**config.mk**
```make
export PLATFORM = sky130hd
export DESIGN_NAME = axi4_lite_reg_slave_flat
export DESIGN_NICKNAME = d
export VERILOG_FILES = /design/src/rtl/axi_pack.sv /design/src/rtl/axi4_lite_if.sv /design/src/rtl/axi4_lite_reg_slave.sv /design/src/flat_wrapper.sv
export SDC_FILE = /design/constraint.sdc
export NUM_CORES = 1
export LEC_CHECK = 0
export BUFFER_PORTS_ARGS = -buffer_cell sky130_fd_sc_hd__buf_2
export CAP_MARGIN = 5
export CORE_ASPECT_RATIO = 1.5
export CORE_MARGIN = 10
export CORE_UTILIZATION = 40
export DETAILED_ROUTE_END_ITERATION = 10
export SLEW_MARGIN = 20
export SYNTH_ARGS = -nofsm -noshare
export SYNTH_HDL_FRONTEND = slang
export SYNTH_SLANG_ARGS = --single-unit
export TNS_END_PERCENT = 50
```
**constraint.sdc**
```tcl
create_clock -name clk -period 2.6 [get_ports clk]
set_input_delay 0.13 -clock clk [delete_from_list [all_inputs] [get_ports clk]]
set_output_delay 0.13 -clock clk [all_outputs]
set_load 0.1 [all_outputs]
```
**src/rtl/axi_pack.sv**
```systemverilog
// Shared AXI4-Lite types, response codes and address-to-word-index helper.
package axi_pack;

  typedef logic [2:0] prot_type;
  typedef logic [1:0] resp_type;

  localparam resp_type RESP_OKAY   = 2'b00;
  localparam resp_type RESP_EXOKAY = 2'b01;
  localparam resp_type RESP_SLVERR = 2'b10;
  localparam resp_type RESP_DECERR = 2'b11;

  // Byte address to word index; only 32- and 64-bit data buses are supported.
  function automatic int unsigned word_index(input logic [63:0] addr,
                                             input int unsigned data_width);
    return 32'(addr >> ((data_width == 64) ? 3 : 2));
  endfunction

endpackage

```
**src/rtl/axi4_lite_if.sv**
```systemverilog
// AXI4-Lite bus bundle with SLAVE and MASTER views.
interface AXI4_LITE #(
  parameter int unsigned ADDR_WIDTH = 8,
  parameter int unsigned DATA_WIDTH = 32
);
  import axi_pack::*;

  logic [ADDR_WIDTH-1:0]     awaddr;
  prot_type                  awprot;
  logic                      awvalid;
  logic                      awready;
  logic [DATA_WIDTH-1:0]     wdata;
  logic [DATA_WIDTH/8-1:0]   wstrb;
  logic                      wvalid;
  logic                      wready;
  resp_type                  bresp;
  logic                      bvalid;
  logic                      bready;
  logic [ADDR_WIDTH-1:0]     araddr;
  prot_type                  arprot;
  logic                      arvalid;
  logic                      arready;
  logic [DATA_WIDTH-1:0]     rdata;
  resp_type                  rresp;
  logic                      rvalid;
  logic                      rready;

  modport SLAVE (
    input  awaddr, awprot, awvalid, output awready,
    input  wdata, wstrb, wvalid,    output wready,
    output bresp, bvalid,           input  bready,
    input  araddr, arprot, arvalid, output arready,
    output rdata, rresp, rvalid,    input  rready
  );

  modport MASTER (
    output awaddr, awprot, awvalid, input  awready,
    output wdata, wstrb, wvalid,    input  wready,
    input  bresp, bvalid,           output bready,
    output araddr, arprot, arvalid, input  arready,
    input  rdata, rresp, rvalid,    output rready
  );

endinterface

```
**src/rtl/axi4_lite_reg_slave.sv**
```systemverilog
// AXI4-Lite register bank responder with independent write and read FSMs.
// Build option: AXI4_LITE_REG_DECERR_EN selects DECERR (else SLVERR) for out-of-range accesses.
module axi4_lite_reg_slave
  import axi_pack::*;
#(
  parameter int unsigned ADDR_WIDTH = 8,
  parameter int unsigned DATA_WIDTH = 32,
  parameter int unsigned NUM_REGS   = 8
) (
  input  logic                           clk,
  input  logic                           rst,
  AXI4_LITE.SLAVE                        s_axi,
  output logic [NUM_REGS*DATA_WIDTH-1:0] reg_q,
  output logic [NUM_REGS-1:0]            reg_wr_pulse
);

  localparam int unsigned STRB_W = DATA_WIDTH / 8;
  localparam int unsigned IDX_W  = (NUM_REGS > 1) ? $clog2(NUM_REGS) : 1;

`ifdef AXI4_LITE_REG_DECERR_EN
  localparam resp_type RESP_OOR = RESP_DECERR;
`else
  localparam resp_type RESP_OOR = RESP_SLVERR;
`endif

  typedef enum logic {W_IDLE, W_RESP} wstate_t;
  typedef enum logic {R_IDLE, R_DATA} rstate_t;

  logic [DATA_WIDTH-1:0] r_regs [NUM_REGS];

  // Write path
  wstate_t               r_wstate, w_wstate_nxt;
  logic                  r_aw_held, r_w_held, w_aw_held_nxt, w_w_held_nxt;
  logic                  r_awready, r_wready, w_awready_nxt, w_wready_nxt;
  logic [ADDR_WIDTH-1:0] r_awaddr;
  logic [DATA_WIDTH-1:0] r_wdata;
  logic [STRB_W-1:0]     r_wstrb;
  resp_type              r_bresp;
  logic                  w_aw_hs, w_w_hs, w_commit;
  logic [ADDR_WIDTH-1:0] w_waddr;
  logic [DATA_WIDTH-1:0] w_wdata;
  logic [STRB_W-1:0]     w_wstrb;
  logic                  w_wr_in_range;
  logic [IDX_W-1:0]      w_wr_idx;

  // Read path
  rstate_t               r_rstate, w_rstate_nxt;
  logic                  r_arready, w_arready_nxt;
  logic [DATA_WIDTH-1:0] r_rdata;
  resp_type              r_rresp;
  logic                  w_ar_hs;
  logic                  w_rd_in_range;
  logic [IDX_W-1:0]      w_rd_idx;

  logic                  w_unused;

  assign w_unused = ^{s_axi.awprot, s_axi.arprot};

  assign w_aw_hs = s_axi.awvalid & r_awready;
  assign w_w_hs  = s_axi.wvalid  & r_wready;

  // A held channel takes priority; the live bus value is used on its handshake cycle.
  assign w_waddr = r_aw_held ? r_awaddr : s_axi.awaddr;
  assign w_wdata = r_w_held  ? r_wdata  : s_axi.wdata;
  assign w_wstrb = r_w_held  ? r_wstrb  : s_axi.wstrb;

  assign w_wr_in_range = word_index(64'(w_waddr), DATA_WIDTH) < NUM_REGS;
  assign w_wr_idx      = IDX_W'(word_index(64'(w_waddr), DATA_WIDTH));

  always_comb begin
    w_wstate_nxt  = r_wstate;
    w_aw_held_nxt = r_aw_held;
    w_w_held_nxt  = r_w_held;
    w_awready_nxt = 1'b0;
    w_wready_nxt  = 1'b0;
    w_commit      = 1'b0;
    case (r_wstate)
      W_IDLE: begin
        if (w_aw_hs) w_aw_held_nxt = 1'b1;
        if (w_w_hs)  w_w_held_nxt  = 1'b1;
        if ((r_aw_held | w_aw_hs) && (r_w_held | w_w_hs)) begin
          w_commit      = 1'b1;
          w_wstate_nxt  = W_RESP;
          w_aw_held_nxt = 1'b0;
          w_w_held_nxt  = 1'b0;
        end else begin
          w_awready_nxt = ~w_aw_held_nxt;
          w_wready_nxt  = ~w_w_held_nxt;
        end
      end
      W_RESP: begin
        if (s_axi.bready) begin
          w_wstate_nxt  = W_IDLE;
          w_awready_nxt = 1'b1;
          w_wready_nxt  = 1'b1;
        end
      end
      default: w_wstate_nxt = W_IDLE;
    endcase
  end

  always_ff @(posedge clk) begin
    if (rst) begin
      r_wstate  <= W_IDLE;
      r_aw_held <= 1'b0;
      r_w_held  <= 1'b0;
      r_awready <= 1'b0;
      r_wready  <= 1'b0;
      r_awaddr  <= '0;
      r_wdata   <= '0;
      r_wstrb   <= '0;
      r_bresp   <= RESP_OKAY;
    end else begin
      r_wstate  <= w_wstate_nxt;
      r_aw_held <= w_aw_held_nxt;
      r_w_held  <= w_w_held_nxt;
      r_awready <= w_awready_nxt;
      r_wready  <= w_wready_nxt;
      if (w_aw_hs) r_awaddr <= s_axi.awaddr;
      if (w_w_hs) begin
        r_wdata <= s_axi.wdata;
        r_wstrb <= s_axi.wstrb;
      end
      if (w_commit) r_bresp <= w_wr_in_range ? RESP_OKAY : RESP_OOR;
    end
  end

  always_ff @(posedge clk) begin
    if (rst) begin
      for (int unsigned i = 0; i < NUM_REGS; i++) r_regs[i] <= '0;
      reg_wr_pulse <= '0;
    end else begin
      reg_wr_pulse <= '0;
      if (w_commit && w_wr_in_range) begin
        reg_wr_pulse[w_wr_idx] <= 1'b1;
        for (int unsigned k = 0; k < STRB_W; k++) begin
          if (w_wstrb[k]) r_regs[w_wr_idx][k*8 +: 8] <= w_wdata[k*8 +: 8];
        end
      end
    end
  end

  assign w_ar_hs       = s_axi.arvalid & r_arready;
  assign w_rd_in_range = word_index(64'(s_axi.araddr), DATA_WIDTH) < NUM_REGS;
  assign w_rd_idx      = IDX_W'(word_index(64'(s_axi.araddr), DATA_WIDTH));

  always_comb begin
    w_rstate_nxt  = r_rstate;
    w_arready_nxt = 1'b0;
    case (r_rstate)
      R_IDLE: begin
        if (w_ar_hs) w_rstate_nxt  = R_DATA;
        else         w_arready_nxt = 1'b1;
      end
      R_DATA: begin
        if (s_axi.rready) begin
          w_rstate_nxt  = R_IDLE;
          w_arready_nxt = 1'b1;
        end
      end
      default: w_rstate_nxt = R_IDLE;
    endcase
  end

  // r_regs is sampled before the same-edge write lands, so a racing read sees the old value.
  always_ff @(posedge clk) begin
    if (rst) begin
      r_rstate  <= R_IDLE;
      r_arready <= 1'b0;
      r_rdata   <= '0;
      r_rresp   <= RESP_OKAY;
    end else begin
      r_rstate  <= w_rstate_nxt;
      r_arready <= w_arready_nxt;
      if (w_ar_hs) begin
        r_rdata <= w_rd_in_range ? r_regs[w_rd_idx] : '0;
        r_rresp <= w_rd_in_range ? RESP_OKAY : RESP_OOR;
      end
    end
  end

  assign s_axi.awready = r_awready;
  assign s_axi.wready  = r_wready;
  assign s_axi.bvalid  = (r_wstate == W_RESP);
  assign s_axi.bresp   = r_bresp;
  assign s_axi.arready = r_arready;
  assign s_axi.rvalid  = (r_rstate == R_DATA);
  assign s_axi.rdata   = r_rdata;
  assign s_axi.rresp   = r_rresp;

  always_comb begin
    reg_q = '0;
    for (int unsigned i = 0; i < NUM_REGS; i++) reg_q[i*DATA_WIDTH +: DATA_WIDTH] = r_regs[i];
  end

endmodule

```
**src/flat_wrapper.sv**
```systemverilog
// flat-port wrapper written by rule: the top's interface ports become plain ports
module axi4_lite_reg_slave_flat import axi_pack::*;
#(
  parameter int unsigned ADDR_WIDTH = 8,
  parameter int unsigned DATA_WIDTH = 32,
  parameter int unsigned NUM_REGS   = 8
)
  (clk, rst, reg_q, reg_wr_pulse, s_axi_awaddr, s_axi_awprot, s_axi_awvalid, s_axi_awready, s_axi_wdata, s_axi_wstrb, s_axi_wvalid, s_axi_wready, s_axi_bresp, s_axi_bvalid, s_axi_bready, s_axi_araddr, s_axi_arprot, s_axi_arvalid, s_axi_arready, s_axi_rdata, s_axi_rresp, s_axi_rvalid, s_axi_rready);
  AXI4_LITE #(.ADDR_WIDTH(ADDR_WIDTH), .DATA_WIDTH(DATA_WIDTH)) s_axi_i ();
  input  logic clk;
  input  logic rst;
  output logic [NUM_REGS*DATA_WIDTH-1:0] reg_q;
  output logic [NUM_REGS-1:0] reg_wr_pulse;
  input wire logic [$bits(s_axi_i.awaddr)-1:0] s_axi_awaddr;
  input wire logic [$bits(s_axi_i.awprot)-1:0] s_axi_awprot;
  input wire logic [$bits(s_axi_i.awvalid)-1:0] s_axi_awvalid;
  output wire logic [$bits(s_axi_i.awready)-1:0] s_axi_awready;
  input wire logic [$bits(s_axi_i.wdata)-1:0] s_axi_wdata;
  input wire logic [$bits(s_axi_i.wstrb)-1:0] s_axi_wstrb;
  input wire logic [$bits(s_axi_i.wvalid)-1:0] s_axi_wvalid;
  output wire logic [$bits(s_axi_i.wready)-1:0] s_axi_wready;
  output wire logic [$bits(s_axi_i.bresp)-1:0] s_axi_bresp;
  output wire logic [$bits(s_axi_i.bvalid)-1:0] s_axi_bvalid;
  input wire logic [$bits(s_axi_i.bready)-1:0] s_axi_bready;
  input wire logic [$bits(s_axi_i.araddr)-1:0] s_axi_araddr;
  input wire logic [$bits(s_axi_i.arprot)-1:0] s_axi_arprot;
  input wire logic [$bits(s_axi_i.arvalid)-1:0] s_axi_arvalid;
  output wire logic [$bits(s_axi_i.arready)-1:0] s_axi_arready;
  output wire logic [$bits(s_axi_i.rdata)-1:0] s_axi_rdata;
  output wire logic [$bits(s_axi_i.rresp)-1:0] s_axi_rresp;
  output wire logic [$bits(s_axi_i.rvalid)-1:0] s_axi_rvalid;
  input wire logic [$bits(s_axi_i.rready)-1:0] s_axi_rready;
  assign s_axi_i.awaddr = s_axi_awaddr;
  assign s_axi_i.awprot = s_axi_awprot;
  assign s_axi_i.awvalid = s_axi_awvalid;
  assign s_axi_awready = s_axi_i.awready;
  assign s_axi_i.wdata = s_axi_wdata;
  assign s_axi_i.wstrb = s_axi_wstrb;
  assign s_axi_i.wvalid = s_axi_wvalid;
  assign s_axi_wready = s_axi_i.wready;
  assign s_axi_bresp = s_axi_i.bresp;
  assign s_axi_bvalid = s_axi_i.bvalid;
  assign s_axi_i.bready = s_axi_bready;
  assign s_axi_i.araddr = s_axi_araddr;
  assign s_axi_i.arprot = s_axi_arprot;
  assign s_axi_i.arvalid = s_axi_arvalid;
  assign s_axi_arready = s_axi_i.arready;
  assign s_axi_rdata = s_axi_i.rdata;
  assign s_axi_rresp = s_axi_i.rresp;
  assign s_axi_rvalid = s_axi_i.rvalid;
  assign s_axi_i.rready = s_axi_rready;
  axi4_lite_reg_slave #(.ADDR_WIDTH(ADDR_WIDTH), .DATA_WIDTH(DATA_WIDTH), .NUM_REGS(NUM_REGS)) u_core (.clk(clk), .rst(rst), .s_axi(s_axi_i), .reg_q(reg_q), .reg_wr_pulse(reg_wr_pulse));
endmodule
```
* Yosys cells after proc, flatten, opt, wreduce, memory -nomap -nowiden
Memories as Yosys holds them, arrays and structs flattened.
Index checks and enable logic that the tools add are counted.
** Storage, ports and cells
- Register bits after elaboration :: 95
- Memory bits (writable) :: 256
- Output and inout port bits :: 305
- Word-level logic and storage cells :: 84
- Memories kept :: 1
** Memory list
- u_core.r_regs :: words 8, width 32, read ports 9, clocked after memory_dff 0, write ports 8, line axi4_lite_reg_slave.sv:29 : logic [DATA_WIDTH-1:0] r_regs [NUM_REGS];
** Cells by class
- Order comparisons :: 4
- Multiplexer cells :: 50
- Bitwise logic cells :: 10
- Reduce and logical (&&, ||, !) cells :: 5
** Operator list (count)
- two-way mux 32 bit :: 3
- two-way mux 1 bit :: 35
- OR reduction 32 bit :: 1
- < comparator 6 x 4 -> 1 bit, second input constant :: 2
- one-hot mux 1 bit (2 select lines) :: 5
- two-way mux 4 bit :: 2
- two-way mux 8 bit :: 1
- NOT 1 bit :: 5
- < comparator 3 x 4 -> 1 bit, second input constant :: 1
- two-way mux 2 bit :: 2
- bitwise AND 1 bit :: 3
- demux 1 bit (select 3 bit) :: 1
- greater-or-equal comparator 3 x 1 -> 1 bit, second input constant :: 1
- logical AND 1 bit :: 3
- two-way mux 3 bit :: 1
- OR 1 bit :: 2
- OR reduction 2 bit :: 1

* Depth between registers and ports, before layout
- Depth after elaboration :: 11
- Depth in mapped cells :: 7
- Depth with buffers taken out :: 4

* Least setup slack after synthesis
OpenSTA, ideal clock, no wires.
- Path kind :: register to register
- Start point :: register u_core.r_wready, in the netlist u_core.s_axi.wready
- End point :: memory u_core.r_regs[2][24], enable pin
- Setup time :: 0.313 ns
- Arrival :: 2.477 ns
- Data required time :: 2.287 ns
- Slack :: -0.190 ns
- Cell stages (with the launch flop) :: 6
- Buffers on the path :: 1
- Clock period less this slack :: 2.790 ns
- Path through :: dfxtp_1 -> a21oi_1 -> nor4_4 -> and3_1 -> buf_2 -> a31o_2
** RTL lines
- from (decl) :: line axi4_lite_reg_slave.sv:34 : logic r_awready, r_wready, w_awready_nxt, w_wready_nxt;
- from (signal assigned) :: line axi4_lite_reg_slave.sv:118 : r_wready <= w_wready_nxt;
- to (decl) :: line axi4_lite_reg_slave.sv:29

==> flow_metrics.env <==
export IMPL_min_path_cells=4
export IMPL_mostFrequentLayoutCell="buf_2"
export IMPL_path_clk_slew_ns=0.06
export IMPL_die_w_um=178
export IMPL_totalWireLength_um=51100
export IMPL_ys_ff_latch=347
export IMPL_grt_pass1_wl_um=74800
export IMPL_clock_latency_ns=0.52
export IMPL_drive_gt1_share_pct=37.9
export IMPL_layout_common_cells="356 x buf_2, 268 x nor2_1, 256 x edfxtp_1, 155 x nand2_1, 101 x mux2_2"
export IMPL_core_um2=36800
export IMPL_rsz0062_at_grt="yes"
export IMPL_power_density_nw_per_um2=715
export IMPL_vias_per_cell=5.23
export IMPL_numCtsBuffers=36
export IMPL_place_hpwl_um=37500
export IMPL_fillers=3351
export IMPL_antenna_left=0
export IMPL_status="finished, final reports clean"
export IMPL_arrival_ns=2.74
export IMPL_chipHeight_um=257
export IMPL_io_buffer_count=357
export IMPL_ys_flop_type="edfxtp_1"
export IMPL_hp_class="in2reg"
export IMPL_overflow=0
export IMPL_clockBufferDepth=3
export IMPL_setup_tns_ns=0
export IMPL_place_gp_congestion=0.839
export IMPL_yosysTopAreaCell="edfxtp_1"
export IMPL_grt_max_degree=45
export IMPL_async_reset_ff_share_pct=0
export IMPL_timing_rr_start="u_core.r_awaddr[7]$_SDFFE_PP0P_"
export IMPL_crit_fanout=8
export IMPL_syn_inst=1221
export IMPL_drt_iter0_markers=771
export IMPL_cts_sinks=347
export IMPL_setup_viol=0
export IMPL_path_cells="or4b_4 > a211oi_2 > nand3_2 > o21bai_1 > buf_4"
export IMPL_drt_met1_wl_um=19200
export IMPL_utilization_pct=51.6
export IMPL_antenna_found_initial=1
export IMPL_period_share_pct=96.5
export IMPL_pre_cts_slack_ns=0.117
export IMPL_remaining_drc_errors=0
export IMPL_r2r_end="u_core.r_regs[4][25]$_SDFFCE_PN0P_"
export IMPL_ir_worst_vdd_mv=0.381
export IMPL_min_to="u_core.s_axi.wready$_SDFF_PP0_"
export IMPL_end_kind="flip-flop"
export IMPL_fmax_mhz=399
export IMPL_drt_pass1_iter_count=5
export IMPL_cp_slowest_cell="or4b_4"
export IMPL_critPathKind="reg2reg"
export IMPL_antenna_cells=0
export IMPL_finalHoldViolCount=0
export IMPL_slowest_delay_ns=0.60
export IMPL_cap_violations=0
export IMPL_layout_nets=1702
export IMPL_wl_met3_um=3670
export IMPL_rows=86
export IMPL_cts_tree="done"
export IMPL_reg2reg_slack_ns=0.09
export IMPL_first_global_vias=11700
export IMPL_cts_htree_levels=2
export IMPL_slew_headroom_pct=39.0
export IMPL_avgRoutedWirePerCell_um=23.8
export IMPL_fin_crit_ns=2.51
export IMPL_setup_worst_path_start_class="flip-flop"
export IMPL_skew_ns=0.0125
export IMPL_synth_seq_area_share_pct=63.7
export IMPL_required_ns=2.83
export IMPL_worst_slew_pin_slew_ns=0.915
export IMPL_initial_core_util_pct=40.5
export IMPL_reg2reg_depth=5
export IMPL_layout_setup_ws_ns=0.0911
export IMPL_syn2layout_area_growth_pct=27.4
export IMPL_synth_top_area_share_pct=51.5
export IMPL_avgSynthCellArea_um2=12.2
export IMPL_netlist_area_um2=14900
export IMPL_p_leak_nw=7.62
export IMPL_wl_met2_um=26100
export IMPL_final_max_slew_violation_count=0
export IMPL_ys_types=37
export IMPL_ys_warn_count=0
export IMPL_top_layer="met5"
export IMPL_min_from="s_axi_wvalid"
export IMPL_synth_edf_count=256
export IMPL_ioPinCount=370
export IMPL_grt_use_total_pct=21.8
export IMPL_dieArea_um2=45600
export IMPL_synth_area_leaders="edfxtp_1 52%, dfxtp_1 12%, mux2_2 7.6%"
export IMPL_cts_root_buf="clkbuf_16"
export IMPL_vias=11200
==> sequential cells by signal, summed over array words and instances (netlist names) <==
register              flops
u_core.reg_wr_pulse       8
u_core.s_axi.awready      1
u_core.s_axi.rresp        1
u_core.s_axi.arready      1
u_core.r_regs           256
u_core.s_axi.bresp        1
u_core.r_wstrb            4
u_core.s_axi.wready       1
u_core.s_axi.bvalid       1
u_core.r_wdata           32
u_core.s_axi.rvalid       1
u_core.r_awaddr           6
u_core.r_w_held           1
u_core.s_axi.rdata       32
u_core.r_aw_held          1
==> layout make-up <==
type	count	area, um2	area share [%]
Tap cell	484	606	3.19
Clock inverter	12	90.1	0.474
Clock buffer	52	1020	5.38
Inverter	11	41.3	0.217
Sequential cell	347	9510	50.0
Timing Repair Buffer	464	2750	14.5
Multi-Input combinational cell	777	4980	26.2
==> synthesized netlist by cell type, types with 2 or more instances <==
library cell,count
nor2_1,268
edfxtp_1,256
nand2_1,155
mux2_2,101
dfxtp_1,91
a21oi_1,46
buf_2,40
clkbuf_1,39
mux4_2,33
nor2b_1,33
o22ai_1,33
o31ai_1,31
o21bai_1,24
inv_1,11
nand3_2,11
a31o_2,8
nand3_1,7
nor3_1,4
buf_1,3
buf_6,3
mux2i_1,3
a21oi_4,2
buf_4,2
nand2b_1,2
o21ai_0,2
or3_1,2
==> logic make-up (layout without fill, tap and decap cells) <==
| family | count (synthesis) | after routing | share of synthesized area [%] |
|---|---|---|---|
| buffers and inverters | 98 | 539 | 3.00 |
| DFF | 347 | 347 | 63.7 |
| AOI/OAI and AO/OA | 150 | 150 | 6.73 |
| and+or+nand+nor | 488 | 488 | 13.7 |
| muxes | 137 | 137 | 12.8 |
| other | 1 | 2 | 0.0251 |
==> worst max-delay path by stage <==
stage / start / to / slack [ns] / depth (start not counted)
final: u_core.r_awaddr[7]$_SDFFE_PP0P_ / u_core.r_regs[4][25]$_SDFFCE_PN0P_ / 0.09 / 5
after global routing: u_core.r_awaddr[7]$_SDFFE_PP0P_ / u_core.r_regs[1][26]$_SDFFCE_PN0P_ / -0.003 / 5
after detailed placement: u_core.r_awaddr[7]$_SDFFE_PP0P_ / u_core.r_regs[3][27]$_SDFFCE_PN0P_ / 0.12 / 5
after global placement: u_core.r_awaddr[7]$_SDFFE_PP0P_ / u_core.r_regs[3][30]$_SDFFCE_PN0P_ / 0.16 / 5
after floorplan: u_core.s_axi.bvalid$_SDFF_PP0_ / u_core.r_regs[2][24]$_SDFFCE_PN0P_ / 0.10 / 5
after CTS: u_core.r_awaddr[7]$_SDFFE_PP0P_ / u_core.r_regs[3][27]$_SDFFCE_PN0P_ / 0.11 / 5
==> layer usage <==
metal	track usage [%]	vias to the layer above
met3	4.78	103
met2	37.9	419
li1	-	5171
met1	25.1	5543
met4	9.29	2
met5	0	-
==> per-stage QoR <==
stage	instances	hold WS, ns	area (um2)	power (mW)
6_report	2147	0.148	19000	13.6
3_5_place_dp	2030	0.388	17400	8.70
2_1_floorplan	1222	0.266	14900	8.13
5_1_grt	2147	0.209	19000	14.0
4_1_cts	2147	0.132	19000	13.7
3_3_place_gp	2030	0.380	17400	8.68
==> critical path: cells and delay by family (launching register included) <==
kind	cells	cell delay (ns)
AO/OA/AOI/OAI	2	0.73
buffers and inverters	1	0.22
flip-flops	1	0.31
AND/OR/NAND/NOR	2	0.95
==> report_power, final <==
group / leakage, nW / internal, mW / total (mW) / switching [mW]
Clock: 0.554 / 2.84 / 4.96 / 2.12
Combinational: 3.69 / 0.518 / 2.38 / 1.86
Sequential: 3.38 / 6.12 / 6.26 / 0.142
==> timing repair <==
item / CTS / global route
setup endpoints to repair: 0 / 2
hold endpoints to repair: 48 / 0
hold buffers: 53 / 0
gates resized for setup: 0 / 0
buffers inserted: 0 / 0
No activity file was read; power rests on OpenSTA's default activity.
